==> config.mk <==
export PLATFORM = sky130hd
export DESIGN_NAME = tradeoff_sched
export DESIGN_NICKNAME = d
export VERILOG_FILES = /design/src/rtl/tradeoff_sched.sv
export SDC_FILE = /design/constraint.sdc
export NUM_CORES = 1
export LEC_CHECK = 0
export CAP_MARGIN = 25
export CORE_ASPECT_RATIO = 0.6
export CORE_MARGIN = 2
export CORE_UTILIZATION = 40
export CTS_CLUSTER_DIAMETER = 80
export DETAILED_ROUTE_END_ITERATION = 8
export PLACE_DENSITY = 0.85
export SYNTH_ARGS = -nofsm -noshare
export SYNTH_HDL_FRONTEND = slang
export SYNTH_SLANG_ARGS = --single-unit
export TNS_END_PERCENT = 10
==> constraint.sdc <==
create_clock -name clk -period 2 [get_ports clk]
set_clock_uncertainty 0.15 [all_clocks]
set_input_delay 0.3 -clock clk [delete_from_list [all_inputs] [get_ports clk]]
set_output_delay 0.3 -clock clk [all_outputs]
set_load 0.02 [all_outputs]
==> src/rtl/tradeoff_sched.sv <==
// Round-robin front end that shares one Tradeoff_8bits search engine among NREQ requesters,
// issuing one operand at a time and returning the result (or a timeout abort) with its owner ID.
module tradeoff_sched #(
  parameter int NREQ    = 4,
  parameter int W_BITS  = 20,
  parameter int N_BITS  = 9,
  parameter int TIMEOUT = 1023,
  localparam int ID_W   = $clog2(NREQ),
  localparam int CNT_W  = $clog2(TIMEOUT + 1)
) (
  input  logic                     clk,
  input  logic                     rst,
  input  logic [NREQ-1:0]          req_valid,
  input  logic [NREQ*W_BITS-1:0]   req_w,
  output logic [NREQ-1:0]          req_ready,
  output logic [W_BITS-1:0]        eng_w,
  output logic                     eng_start,
  input  logic                     eng_found,
  input  logic [N_BITS-1:0]        eng_n,
  output logic                     rsp_valid,
  input  logic                     rsp_ready,
  output logic [ID_W-1:0]          rsp_id,
  output logic [N_BITS-1:0]        rsp_n,
  output logic                     rsp_timeout,
  output logic                     busy
);

  typedef enum logic [1:0] {IDLE, ISSUE, WAIT, RESP} state_t;

  state_t              state_q;
  logic [ID_W-1:0]     last_q;
  logic [ID_W-1:0]     id_q;
  logic [W_BITS-1:0]   eng_w_q;
  logic                eng_start_q;
  logic [CNT_W-1:0]    cnt_q;
  logic                rsp_valid_q;
  logic [N_BITS-1:0]   rsp_n_q;
  logic                rsp_timeout_q;

  logic                grant_vld_d;
  logic [ID_W-1:0]     grant_d;
  logic [ID_W-1:0]     cand_d;
  logic [W_BITS-1:0]   sel_w_d;
  logic [CNT_W-1:0]    cnt_d;
  logic                timeout_hit;

  // Search starts just after the last served requester so every active requester gets a turn.
  always_comb begin
    grant_vld_d = 1'b0;
    grant_d     = '0;
    cand_d      = '0;
    for (int i = 1; i <= NREQ; i++) begin
      cand_d = ID_W'((int'(last_q) + i) % NREQ);
      if (!grant_vld_d && req_valid[cand_d]) begin
        grant_vld_d = 1'b1;
        grant_d     = cand_d;
      end
    end
  end

  always_comb begin
    sel_w_d   = '0;
    req_ready = '0;
    for (int i = 0; i < NREQ; i++) begin
      if (grant_d == ID_W'(i)) begin
        sel_w_d = req_w[i*W_BITS +: W_BITS];
      end
      req_ready[i] = (state_q == IDLE) && grant_vld_d && (grant_d == ID_W'(i));
    end
  end

  assign cnt_d       = cnt_q + CNT_W'(1);
  assign timeout_hit = (cnt_q == CNT_W'(TIMEOUT - 1));

  // A found level seen outside WAIT belongs to an older job, so only WAIT looks at eng_found.
  always_ff @(posedge clk or posedge rst) begin
    if (rst) begin
      state_q       <= IDLE;
      last_q        <= ID_W'(NREQ - 1);
      id_q          <= '0;
      eng_w_q       <= '0;
      eng_start_q   <= 1'b0;
      cnt_q         <= '0;
      rsp_valid_q   <= 1'b0;
      rsp_n_q       <= '0;
      rsp_timeout_q <= 1'b0;
    end else begin
      unique case (state_q)
        IDLE: begin
          if (grant_vld_d) begin
            eng_w_q     <= sel_w_d;
            id_q        <= grant_d;
            eng_start_q <= 1'b1;
            state_q     <= ISSUE;
          end
        end
        ISSUE: begin
          eng_start_q <= 1'b0;
          cnt_q       <= '0;
          state_q     <= WAIT;
        end
        WAIT: begin
          cnt_q <= cnt_d;
          if (eng_found) begin
            rsp_n_q       <= eng_n;
            rsp_timeout_q <= 1'b0;
            rsp_valid_q   <= 1'b1;
            state_q       <= RESP;
          end else if (timeout_hit) begin
            rsp_n_q       <= '0;
            rsp_timeout_q <= 1'b1;
            rsp_valid_q   <= 1'b1;
            state_q       <= RESP;
          end
        end
        RESP: begin
          if (rsp_ready) begin
            rsp_valid_q <= 1'b0;
            last_q      <= id_q;
            state_q     <= IDLE;
          end
        end
        default: state_q <= IDLE;
      endcase
    end
  end

  assign eng_w       = eng_w_q;
  assign eng_start   = eng_start_q;
  assign rsp_valid   = rsp_valid_q;
  assign rsp_id      = id_q;
  assign rsp_n       = rsp_n_q;
  assign rsp_timeout = rsp_timeout_q;
  assign busy        = (state_q != IDLE);

endmodule

==> metrics.log, run 1 <==
INFO  metric routed_via_density = 5.14
INFO  metric register_area = 0.00120 mm^2
INFO  metric timing_max_transition_violations_final = 0
INFO  metric numClockSinks = 48
INFO  metric period_minus_slack = 2.19 ns
INFO  metric cts-root-buf = sky130_fd_sc_hd__clkbuf_8
INFO  metric critical_path_arrival = 1.74 ns
INFO  metric ys_seq_elements = 48
INFO  metric globalRouteOverflowTotal = 0
INFO  metric synth_ff_type = sky130_fd_sc_hd__dfrtp_1
INFO  metric failed_checks = negative setup slack
INFO  metric tns = -2.27 ns
INFO  metric critical_path.slowest_cell = sky130_fd_sc_hd__dfstp_2
INFO  metric dr.first_iter.drc_count = 143
INFO  metric synth_enable_flop_cells = 0
INFO  metric setup_repair_after_global_routing_missed_its_margin = yes
INFO  metric tritoncts = yes
INFO  metric areaGrowthSynthToFinish = 61.8%
INFO  metric synth_cell_types = 32
INFO  metric fin_util = 66.1%
INFO  metric drc_errors = 0
INFO  metric finalNetCount = 522
INFO  metric worst_setup_path_start_kind = flip-flop
INFO  metric pin_count_of_the_biggest_net_entering_global_routing = 24
INFO  metric insertedDiodeCount = 0
INFO  metric ant_nets = 0
INFO  metric worst_hold_path_class = input port to asynchronous set/reset pin
INFO  metric power_per_cell_area = 1280 mW/mm^2
INFO  metric grt_pass1_vias = 2512
INFO  metric worstSetupStartpoint = last_q[1]
INFO  metric critPathRequiredTime = 1.55 ns
INFO  metric clk_pin_slew_worst_paths = 0.09 ns
INFO  metric antenna_found_initial = 0
INFO  metric finalInstanceArea = 0.00436 mm^2
INFO  metric core_region_area = 0.00659 mm^2
INFO  metric synthesized_instance_count = 269
INFO  metric crit_chain = nand2_1, a21oi_1, o221a_4, inv_2, nor2_1, buf_4
INFO  metric finalWeightedCongestion = 0.834
INFO  metric netlist_area_before_placement = 0.00269 mm^2
INFO  metric worstMarginPinSlew = 0.450 ns
INFO  metric floorplan.die.height = 67.6 um
INFO  metric dr.pass1.iters = 4
INFO  metric dpl-instance-area = 0.00420 mm^2
INFO  metric floorplan.die.width = 110 um
INFO  metric slew_headroom = 70.0%
INFO  metric cp_top_delay_family = flip-flops
INFO  metric run_status = finished, violations left
INFO  metric clock_tree.buffer_depth = 2
INFO  metric syn_nets = 373
INFO  metric routedWlPerCell = 15.8 um
INFO  metric seq_area_frac_synth = 44.7%
INFO  metric rr_startpoint = last_q[1]
INFO  metric layout.filler_cells = 547
INFO  metric num_vias = 2594
INFO  metric yosys_warnings = 0
INFO  metric critPathBufInv = 2
INFO  metric critical_path.max_stage_delay = 0.59 ns
INFO  metric min_period_over_period = 109%
INFO  metric final_hold_viol_count = 0
INFO  metric vdd_drop_max = 0.566 mV
INFO  metric tritoncts.num_buffers = 5
INFO  metric finalWorstSetupSlack = -0.189 ns
INFO  metric dp.final_hpwl = 6160 um
INFO  metric multiInputGateArea = 0.00135 mm^2
INFO  metric post_synthesis_mean_instance_area = 10.0 um^2
INFO  metric hold_slack = 0.166 ns
INFO  metric post-layout-total-power = 5.59 mW
INFO  metric grt_util_all_layers = 20.9%
INFO  metric grt_first_pass_wirelength = 11800 um
INFO  metric cts.htree.levels = 2
INFO  metric clock_latency = 0.31 ns
INFO  metric io_pins = 136
INFO  metric max_cap_viols = 0
INFO  metric row_count = 23
INFO  metric path_class = flip-flop to output port
INFO  metric setup_viol_count_final = 24
INFO  metric route.final.wire_length = 7980 um
INFO  metric endpoint_kind = output port
INFO  metric cts.hold.buffers_added = 0
INFO  metric start_util = 40.9%
INFO  metric power_leakage = 1.94 nW
INFO  metric proportion_of_synthesized_flip_flops_having_asynchronous_set_or_reset = 100%
INFO  metric io_buffer_count = 135
INFO  metric fp.dieArea = 0.00743 mm^2
INFO  metric drive_gt1_share = 12.2%
INFO  metric critical_path.max_fanout = 5
INFO  metric fmax = 457 MHz
state kept, by name, summed over array words and instances (netlist names):
| signal | count |
|---|---|
| eng_w | 20 |
| rsp_n | 9 |
| rsp_timeout | 1 |
| rsp_id | 2 |
| eng_start | 1 |
| last_q | 2 |
| state_q | 2 |
| cnt_q | 10 |
| rsp_valid | 1 |
layout by cell type (no fill, tap or decap), drive strengths merged, types with 3 or more instances in the layout:
cell	instances
clkdlybuf4s50	130
nand2	53
dfrtp	46
mux2i	41
buf	27
o221ai	20
nand3	15
nor2	13
inv	11
o21ai	8
ha	7
clkbuf	6
a21oi	6
nand2b	4
mux2	3
and4	3
xor2	3
nor2b	3
synthesized netlist by cell type (2+ instances only):
master / instances / area share, %
sky130_fd_sc_hd__a21oi_1: 6 / 1.1
sky130_fd_sc_hd__a31oi_1: 2 / 0.46
sky130_fd_sc_hd__and4_1: 3 / 0.98
sky130_fd_sc_hd__buf_12: 3 / 2.2
sky130_fd_sc_hd__buf_2: 7 / 1.3
sky130_fd_sc_hd__buf_8: 2 / 1.1
sky130_fd_sc_hd__clkbuf_1: 4 / 0.56
sky130_fd_sc_hd__dfrtp_1: 46 / 43
sky130_fd_sc_hd__dfstp_2: 2 / 2.0
sky130_fd_sc_hd__ha_1: 7 / 3.3
sky130_fd_sc_hd__inv_1: 11 / 1.5
sky130_fd_sc_hd__mux2_2: 3 / 1.3
sky130_fd_sc_hd__mux2i_1: 41 / 15
sky130_fd_sc_hd__nand2_1: 53 / 7.4
sky130_fd_sc_hd__nand2b_1: 4 / 0.93
sky130_fd_sc_hd__nand3_1: 15 / 2.8
sky130_fd_sc_hd__nor2_1: 13 / 1.8
sky130_fd_sc_hd__nor2b_1: 3 / 0.70
sky130_fd_sc_hd__o21ai_0: 8 / 1.5
sky130_fd_sc_hd__o221ai_1: 20 / 6.5
sky130_fd_sc_hd__o22ai_1: 2 / 0.46
sky130_fd_sc_hd__xnor2_1: 2 / 0.65
sky130_fd_sc_hd__xor2_1: 3 / 0.98
layout make-up:
class / instances / share of cell area, %
Timing Repair Buffer: 158 / 35.8
Multi-Input combinational cell: 194 / 31.1
Sequential cell: 48 / 27.6
Tap cell: 87 / 2.50
Clock buffer: 6 / 1.90
Inverter: 11 / 0.948
Clock inverter: 1 / 0.201
layer usage:
layer / track usage, % / vias to the layer above / part of all wire [%]
li1: - / 1250 / -
met1: 28.6 / 1240 / 44
met2: 32.4 / 90 / 49
met3: 5.21 / 14 / 5.6
met4: 7.75 / 0 / 1.6
met5: 0 / - / 0
cells by family (layout without fill, tap and decap cells):
group	Yosys count	after routing	synth area share, %
xor+xnor	5	5	1.63
simple gates	97	97	16.0
mux	44	44	16.5
flops	48	48	44.7
fa+ha+maj	7	7	3.25
buf+inv	27	176	6.74
compound gates	41	41	11.2
where the power goes:
group          leakage, nW  internal (mW)  total (mW)  switching [mW]
Sequential           0.601           1.38        1.62           0.241
Combinational         1.29           1.63        3.35            1.72
Clock               0.0473          0.276       0.617           0.341
Total                 1.94           3.29        5.59            2.30
final timing paths:
check                          endpoint  slack (ns)  cells after the start
hold / removal                 cnt_q[0]        0.17                      2
min in group clk               rsp_n[2]        0.32                      2
setup reg to reg              eng_w[13]       -0.14                      6
max in group asynchronous     eng_w[13]        1.06                      3
hold reg to reg                rsp_n[2]        0.32                      2
setup / recovery           req_ready[0]       -0.19                      6
per-stage QoR:
| step | worst slack [ns] | cells |
|---|---|---|
| 2_1_floorplan | -0.0244 | 269 |
| 3_3_place_gp | -0.577 | 496 |
| 3_5_place_dp | -0.645 | 496 |
| 4_1_cts | -0.153 | 504 |
| 5_1_grt | -0.258 | 505 |
| 6_report | -0.189 | 505 |
worst reg2reg max path, stage by stage (launching register included):
cell and delay, ns:
sky130_fd_sc_hd__dfstp_2 0.59, sky130_fd_sc_hd__nand2_1 0.07, sky130_fd_sc_hd__a21oi_1 0.20, sky130_fd_sc_hd__o221a_4 0.29, sky130_fd_sc_hd__buf_6 0.27, sky130_fd_sc_hd__mux2i_1 0.28, sky130_fd_sc_hd__o221ai_1 0.15
timing repair:
item / CTS / global route
resized for setup: 30 / 7
endpoints found under the hold margin: 0 / 0
buffers inserted: 2 / 1
setup endpoints to repair: 25 / 26
pin swaps: 3 / 1
No activity file was read; power rests on OpenSTA's default activity.
==> inputs of run 2 (changes only) <==
==> constraint.sdc (replaced) <==
create_clock -name clk -period 2.37 [get_ports clk]
set_clock_uncertainty 0.15 [all_clocks]
set_input_delay 0.3555 -clock clk [delete_from_list [all_inputs] [get_ports clk]]
set_output_delay 0.3555 -clock clk [all_outputs]
set_load 0.02 [all_outputs]
==> run 2 against run 1 <==
  * The run now ends clean
  * Via count is 0.62% lower
  * Cell count stayed put
  * Critical endpoint is now req_ready[3]
  * Count of clock-buffer cells in the layout is 1 higher
  * Largest power group unchanged
  * Setup slack better by 0.21 ns
  * Sequential share of layout area is 0.14 points higher
  * Critical path type is now input port to output port
==> metrics.log, run 2 (synthesis results as in run 1) <==
INFO  metric multiInputGateArea = 0.00134 mm^2 (-0.74%)
INFO  metric clock_latency = 0.30 ns (about the same)
INFO  metric floorplan.die.width = 110 um (unchanged)
INFO  metric finalInstanceArea = 0.00434 mm^2 (-0.49%)
INFO  metric io_buffer_count = 135 (unchanged)
INFO  metric insertedDiodeCount = 0 (unchanged)
INFO  metric drc_errors = 0 (unchanged)
INFO  metric floorplan.die.height = 67.6 um (unchanged)
INFO  metric instances_no_fill = 505 (unchanged)
INFO  metric period_minus_slack = 2.35 ns
INFO  metric start_util = 40.9% (unchanged)
INFO  metric worst_r2r_path_depth = 5 (-1)
INFO  metric layout.filler_cells = 531 (-2.9%)
INFO  metric timing_max_transition_violations_final = 0 (unchanged)
INFO  metric grt_pass1_vias = 2548 (+1.4%)
INFO  metric num_vias = 2578 (-0.62%)
INFO  metric route.final.wire_length = 7960 um (-0.26%)
INFO  metric rr_startpoint = last_q[1]
INFO  metric finalWeightedCongestion = 0.848 (+1.6%)
INFO  metric row_count = 23 (unchanged)
INFO  metric power_per_cell_area = 1090 mW/mm^2 (-15%)
INFO  metric dpl-instance-area = 0.00420 mm^2 (about the same)
INFO  metric dp.final_hpwl = 6340 um (+2.9%)
INFO  metric path_class = input port to output port
INFO  metric clock_tree.buffer_depth = 2 (unchanged)
INFO  metric final_hold_viol_count = 0 (unchanged)
INFO  metric min_period_over_period = 99.2%
INFO  metric worst_setup_path_start_kind = input port
INFO  metric dr.first_iter.drc_count = 121 (-15%)
INFO  metric globalRouteOverflowTotal = 0 (unchanged)
INFO  metric areaGrowthSynthToFinish = 61.0%
INFO  metric pin_count_of_the_biggest_net_entering_global_routing = 49 (+100%)
INFO  metric antenna_found_initial = 0 (unchanged)
INFO  metric drive_gt1_share = 11.0% (-1.2 points)
INFO  metric vdd_drop_max = 0.539 mV (-4.8%)
INFO  metric tritoncts.num_buffers = 5 (unchanged)
INFO  metric timing.reg2reg.setup_slack = 0.11 ns (+0.25 ns)
INFO  metric reg2reg_to = eng_w[7]
INFO  metric dp_cells = 496 (unchanged)
INFO  metric run_status = completed
INFO  metric setup_viol_count_final = 0 (-100%)
INFO  metric ant_nets = 0 (unchanged)
INFO  metric fmax = 425 MHz
INFO  metric fin_util = 65.8% (-0.32 points)
INFO  metric critPathRequiredTime = 1.86 ns (+0.31 ns)
INFO  metric finalWorstSetupSlack = 0.0186 ns (+0.207 ns)
INFO  metric fp.dieArea = 0.00743 mm^2 (unchanged)
INFO  metric register_area = 0.00120 mm^2 (unchanged)
INFO  metric setup_repair_after_global_routing_missed_its_margin = yes
INFO  metric critical_path_arrival = 1.85 ns (+0.11 ns)
INFO  metric slew_headroom = 73.1% (+3.1 points)
INFO  metric dr.pass1.iters = 4 (unchanged)
INFO  metric clk_pin_slew_worst_paths = 0.09 ns (about the same)
INFO  metric routed_via_density = 5.10 (-0.62%)
INFO  metric dpl_worst_slack = -0.456 ns (+0.189 ns)
INFO  metric tritoncts = yes
INFO  metric core_region_area = 0.00659 mm^2 (unchanged)
INFO  metric numClockSinks = 48 (unchanged)
INFO  metric cts.hold.buffers_added = 0 (unchanged)
INFO  metric commonest_cells_after_routing_fill_and_taps_aside = sky130_fd_sc_hd__clkdlybuf4s50_1, sky130_fd_sc_hd__nand2_1, sky130_fd_sc_hd__dfrtp_1
INFO  metric worstMarginPinSlew = 0.402 ns (-0.0470 ns)
INFO  metric power_leakage = 1.93 nW (-0.24%)
INFO  metric routedWlPerCell = 15.8 um (-0.26%)
INFO  metric max_cap_viols = 0 (unchanged)
INFO  metric layout.cells.most_common = sky130_fd_sc_hd__clkdlybuf4s50_1
INFO  metric cts-root-buf = sky130_fd_sc_hd__clkbuf_8
INFO  metric largest_reg_flops = 20 (unchanged)
INFO  metric hold_slack = 0.273 ns (+0.107 ns)
INFO  metric worst_hold_path_class = input port to asynchronous set/reset pin
INFO  metric grt_util_all_layers = 21.6% (+0.61 points)
INFO  metric critical_path.max_fanout = 5 (unchanged)
INFO  metric endpoint_kind = output port
INFO  metric cts.htree.levels = 2 (unchanged)
INFO  metric io_pins = 136 (unchanged)
INFO  metric finalNetCount = 521 (-0.19%)
INFO  metric grt_first_pass_wirelength = 12300 um (+4.3%)
-- run 2: cell type report --
| type | instances | share of cell area [%] |
|---|---|---|
| clock buffer | 7 | 1.76 |
| multi-input combinational | 194 | 31.0 |
| tap | 87 | 2.51 |
| sequential | 48 | 27.8 |
| clock inverter | 1 | 0.693 |
| inverter | 11 | 0.952 |
| timing repair buffer | 157 | 35.3 |
-- run 2: repair_timing --
item / 4_1_cts / 5_1_grt
setup buffers: 0 / 1
pin swaps: 1 / 1
gates resized for setup: 21 / 6
setup endpoints to repair: 4 / 6
-- run 2: worst max path at each step --
stage / from / endpoint / cells after the start / slack (ns)
floorplan: last_q[1] / req_ready[2] / 7 / 0.29
global placement: req_valid[0] / req_ready[0] / 7 / -0.38
finish: req_valid[3] / req_ready[3] / 6 / 0.02
CTS: last_q[1] / req_ready[1] / 6 / 0.009
global route: req_valid[3] / req_ready[3] / 6 / -0.06
detailed placement: req_valid[0] / req_ready[0] / 7 / -0.46
-- run 2: stage by stage --
stage / power, mW / TNS, ns
2_1_floorplan: 2.97 / 0
3_3_place_gp: 4.03 / -1.75
3_5_place_dp: 4.11 / -3.81
4_1_cts: 4.72 / 0
5_1_grt: 5.05 / -0.0836
6_report: 4.72 / 0
-- run 2: per-layer routing --
| layer | wire, um | track usage (%) |
|---|---|---|
| met4 | 142 | 5.85 |
| met2 | 3860 | 34.7 |
| met1 | 3470 | 29.1 |
| met3 | 493 | 5.41 |
| met5 | 0 | 0 |
-- run 2: worst max-delay path, stage by stage --
cell and delay [ns]:
sky130_fd_sc_hd__clkdlybuf4s50_1 0.59, sky130_fd_sc_hd__a31oi_1 0.13, sky130_fd_sc_hd__a21oi_1 0.22, sky130_fd_sc_hd__nand2_2 0.15, sky130_fd_sc_hd__nor2_1 0.13, sky130_fd_sc_hd__clkdlybuf4s15_2 0.27
-- run 2: report_power, final --
group          internal [mW]  switching [mW]  leakage (nW)  total [mW]
clock                  0.316           0.268        0.0524       0.584
sequential              1.16           0.202         0.601        1.37
combinational           1.34            1.43          1.28        2.77
==> RTL change 1: new RTL, flow settings as in run 1 <==
Make the reset (`rst`) synchronous in one clocked block.
--- a/src/rtl/tradeoff_sched.sv
+++ b/src/rtl/tradeoff_sched.sv
@@ -74,5 +74,5 @@
 
   // A found level seen outside WAIT belongs to an older job, so only WAIT looks at eng_found.
-  always_ff @(posedge clk or posedge rst) begin
+  always_ff @(posedge clk) begin
     if (rst) begin
       state_q       <= IDLE;
Behaviour: differs if rst is asserted again (counterexample within 4 cycles, from zero or initial values and one cycle with rst high); with rst held inactive, the same outputs for 4 cycles.
==> RTL change 1 against run 1 <==
The flow still finishes with violations (setup timing). Global-route usage increased by 4.9 points. Die area decreased by 2.9%. Routed wire length increased by 25%. Power decreased by 18%. Area after synthesis decreased by 3.0%. Setup slack improved by 58 ps. Sequential cell count unchanged. Design area increased by 12%. Hold slack improved by 160 ps. Non-clock buffer count increased by 23. Sequential power decreased by 20%. Largest cell class unchanged.
==> RTL change 1: results (changes against run 1) <==
----------------------------------------------------
[Yosys]
  Post-synthesis compound-gate area fraction ... 22.8% (was 11.2%)
  Adder and majority gate portion of the synthesized area ... 3.35% (was 3.25%)
  Portion of netlist area occupied by mux cells ... 15.7% (was 16.5%)
  Net Count, Synth ... 362 (was 373)
  Proportion of synthesized flip-flops having asynchronous set or reset ... 0% (was 100%)
  Sequential share of the synthesized area ... 36.8% (was 44.7%)
  Distinct cells, synth ... 44 (was 32)
  Synth area leader ... sky130_fd_sc_hd__dfxtp_1 (was sky130_fd_sc_hd__dfrtp_1)
  Top area cells in the synthesized netlist ... sky130_fd_sc_hd__dfxtp_1 (37%), sky130_fd_sc_hd__mux2i_1 (16%), sky130_fd_sc_hd__o221ai_2 (11%) (was sky130_fd_sc_hd__dfrtp_1 (43%), sky130_fd_sc_hd__mux2i_1 (15%), sky130_fd_sc_hd__nand2_1 (7.4%))
  Most used standard cells in the synthesized netlist ... sky130_fd_sc_hd__dfxtp_1 (48), sky130_fd_sc_hd__mux2i_1 (41), sky130_fd_sc_hd__nand2_1 (27) (was sky130_fd_sc_hd__nand2_1 (53), sky130_fd_sc_hd__dfrtp_1 (46), sky130_fd_sc_hd__mux2i_1 (41))

[Power and ir drop]
  Leakage power ... 1.82 nW (was 1.94 nW)
  Switching power ... 1.68 mW (was 2.30 mW)
  Worst ir drop on vdd ... 0.000491 V (was 0.000566 V)

[Cells and area]
  Fillers ... 380 (was 547)
  Fin nets ... 535 (was 522)

[Route]
  Met3 Routed Length ... 830 um (was 450 um)
  Detail-routed net length per standard cell ... 19.3 um (was 15.8 um)
  Detailed router's first-iteration violation count ... 138 (was 143)

[Global route]
  Wire length of the first global-routing pass ... 14.5 mm (was 11.8 mm)
  Number of global-route vias before repair ... 2895 (was 2512)
  GR Util met3 ... 5.58% (was 5.21%)
  Maximum number of pins on one net before global-route repair ... 28 (was 24)
  GRT met2 Usage ... 48.1% (was 32.4%)
  All-Layer GR Usage ... 25.8% (was 20.9%)

[STA]
  Final number of setup-violating endpoints ... 24 (unchanged)
  PnR worst setup slack ... -131 ps (was -189 ps)
  Total negative slack for setup checks ... -1530 ps (was -2270 ps)

[Status]
  Result of the run ... complete, but fails checks (unchanged)
  Violated checks ... setup timing (unchanged)

[Placed design]
  Final estimated routing congestion in global placement ... 0.816 (was 0.834)
  Total half-perimeter wirelength after legalization and detailed placement ... 6.54 mm (was 6.16 mm)
  Number of instances in the placed design ... 497 (was 496)

[Hold path]
  Hold WC Path Type ... flip-flop to flip-flop (was input port to asynchronous set/reset pin)

[Critical path]
  Flop2flop setup slack ... -90 ps (was -140 ps)
  Crit path max-delay family ... buffers and inverters (was flip-flops)
  CP arrival ... 1680 ps (was 1740 ps)

----------------------------------------------------
-- RTL change 1: cell types whose count changed after synthesis, moves of 4 or more --
cell | before | now
sky130_fd_sc_hd__nand3_1 | 15 | 3
sky130_fd_sc_hd__dfrtp_1 | 46 | 0
sky130_fd_sc_hd__a21oi_1 | 6 | 10
sky130_fd_sc_hd__o21ai_0 | 8 | 1
sky130_fd_sc_hd__nand2_1 | 53 | 27
sky130_fd_sc_hd__buf_2 | 7 | 3
sky130_fd_sc_hd__o221ai_2 | 0 | 20
sky130_fd_sc_hd__dfxtp_1 | 0 | 48
sky130_fd_sc_hd__a22o_1 | 0 | 9
sky130_fd_sc_hd__buf_4 | 0 | 5
sky130_fd_sc_hd__o221ai_1 | 20 | 0
sky130_fd_sc_hd__nor3_1 | 0 | 6
-- RTL change 1: repair_timing --
item | 4_1_cts | 5_1_grt
gates cloned | 0 | 3
gates resized for setup | 69 | 26
pin swaps | 26 | 5
buffers inserted | 4 | 5
setup endpoints to repair | 34 | 34
-- RTL change 1: final timing paths --
path | from | endpoint | cells past startpoint
worst min-delay path | eng_w[10] | eng_w[10] | 2
worst max-delay path | last_q[1] | req_ready[2] | 6
worst max register to register | state_q[1] | eng_w[7] | 8
worst min register to register | eng_w[10] | eng_w[10] | 2
-- RTL change 1: cell type report --
cell class / instances / share of cell area [%]
inverters: 8 / 0.617
multi-input cells: 187 / 36.6
repair buffers: 181 / 38.3
well taps: 84 / 2.16
clock buffers: 5 / 1.41
flip-flops and latches: 48 / 19.9
clock inverters: 3 / 0.951
-- RTL change 1: worst min-delay path, stage by stage (launching register included) --
cell	delay (ps)
sky130_fd_sc_hd__dfxtp_1	330
sky130_fd_sc_hd__nand2_1	60
sky130_fd_sc_hd__o221ai_2	50
==> RTL change 2: new RTL, settings of run 1 <==
Without the edit above. `W_BITS`: 20 -> 28.
--- a/src/rtl/tradeoff_sched.sv
+++ b/src/rtl/tradeoff_sched.sv
@@ -3,5 +3,5 @@
 module tradeoff_sched #(
   parameter int NREQ    = 4,
-  parameter int W_BITS  = 20,
+  parameter int W_BITS  = 28,
   parameter int N_BITS  = 9,
   parameter int TIMEOUT = 1023,
Interface: changed (resized eng_w and req_w); port bits go from 136 to 176. No check against the original RTL was run, so the function may have changed too.
==> RTL change 2 against run 1 <==
The flow still finishes with violations (setup timing). Cell count grew 28%. Area after synthesis rose by 24%. Design area is 36% higher. Sequential cell count is 8 higher. Power rose by 44%. Critical path depth increased by 1. Sequential share of layout area decreased by 3.9 points. Register-to-register slack worse by 160 ps. Routed wire length rose by 46%. Setup slack worse by 110 ps. Largest power group unchanged.
==> RTL change 2: results (changes against run 1) <==
----------------------------------------------------
[Yosys]
  Net Count, Synth ... 477 (was 373)
  Most used standard cells in the synthesized netlist ... sky130_fd_sc_hd__dfrtp_1 (54), sky130_fd_sc_hd__nand2_1 (27), sky130_fd_sc_hd__o31ai_1 (21) (was sky130_fd_sc_hd__nand2_1 (53), sky130_fd_sc_hd__dfrtp_1 (46), sky130_fd_sc_hd__mux2i_1 (41))
  Top area cells in the synthesized netlist ... sky130_fd_sc_hd__dfrtp_1 (41%), sky130_fd_sc_hd__mux2_1 (5.8%), sky130_fd_sc_hd__o31ai_1 (4.7%) (was sky130_fd_sc_hd__dfrtp_1 (43%), sky130_fd_sc_hd__mux2i_1 (15%), sky130_fd_sc_hd__nand2_1 (7.4%))
  FF+latch count, synth ... 56 (was 48)
  Sequential share of the synthesized area ... 42.2% (was 44.7%)

[STA]
  PnR worst setup slack ... -301 ps (was -189 ps)
  Final number of setup-violating endpoints ... 32 (was 24)
  Total negative slack for setup checks ... -6680 ps (was -2270 ps)

[Cells and area]
  Non-clock inverters ... 10 (was 11)
  Share of cells above drive strength 1 ... 19.6% (was 12.2%)
  Final Core Density ... 74.0% (was 66.1%)
  Post-layout instance area ... 5900 um2 (was 4360 um2)
  Area of combinational cells with multiple inputs ... 1950 um2 (was 1350 um2)
  Fin nets ... 675 (was 522)
  Number of combinational gates with multiple inputs ... 247 (was 194)
  Number of cells in the finished layout apart from fillers ... 648 (was 505)
  Fillers ... 565 (was 547)

[Route]
  Number of vias in the routed layout ... 3625 (was 2594)
  Detailed router's first-iteration violation count ... 218 (was 143)

[Critical path]
  Crit path max fanout ... 6 (was 5)
  Largest stage delay, worst path ... 540 ps (was 590 ps)
  Crit path kind ... flip-flop to flip-flop (was flip-flop to output port)
  Worst reg2reg endpoint ... eng_w[8] (was eng_w[13])
  Launch point of the critical path ... last_q[0] (was last_q[1])

[Placed design]
  Final estimated routing congestion in global placement ... 0.827 (was 0.834)
  Number of instances in the placed design ... 632 (was 496)

[Power and ir drop]
  Switching power ... 3.23 mW (was 2.30 mW)
  Overall power after layout ... 8.06 mW (was 5.59 mW)
  Clock network fraction of total power ... 14.1% (was 11.0%)

[Status]
  Result of the run ... complete, but fails checks (unchanged)
  Violated checks ... setup timing (unchanged)

[Global route]
  Number of global-route vias before repair ... 3545 (was 2512)
  Wire length of the first global-routing pass ... 17.7 mm (was 11.8 mm)

----------------------------------------------------
[RTL change 2: cells by family (layout without fill, tap and decap cells)]
| kind of cell | after synthesis | in the layout | share of synthesized area (%) |
|---|---|---|---|
| compound gates | 122 | 122 | 26.9 |
| simple gates | 92 | 92 | 14.4 |
| flops | 56 | 56 | 42.2 |
| buf+inv | 38 | 237 | 5.19 |
| mux | 25 | 25 | 8.35 |
| fa+ha+maj | 7 | 7 | 2.63 |
| xor+xnor | 1 | 1 | 0.263 |
[RTL change 2: metal layers]
layer / GRT usage, % / share of wire (%) / vias to the layer above
li1: - / - / 1694
met1: 32.0 / 42 / 1778
met2: 43.3 / 49 / 144
met3: 6.21 / 7.9 / 9
met4: 4.85 / 0.73 / 0
met5: 0 / 0 / -
[RTL change 2: repair_timing]
action / in CTS / in global routing
setup buffers: 4 / 4
gates resized for setup: 58 / 28
setup endpoints to repair: 36 / 36
pin swaps: 10 / 19
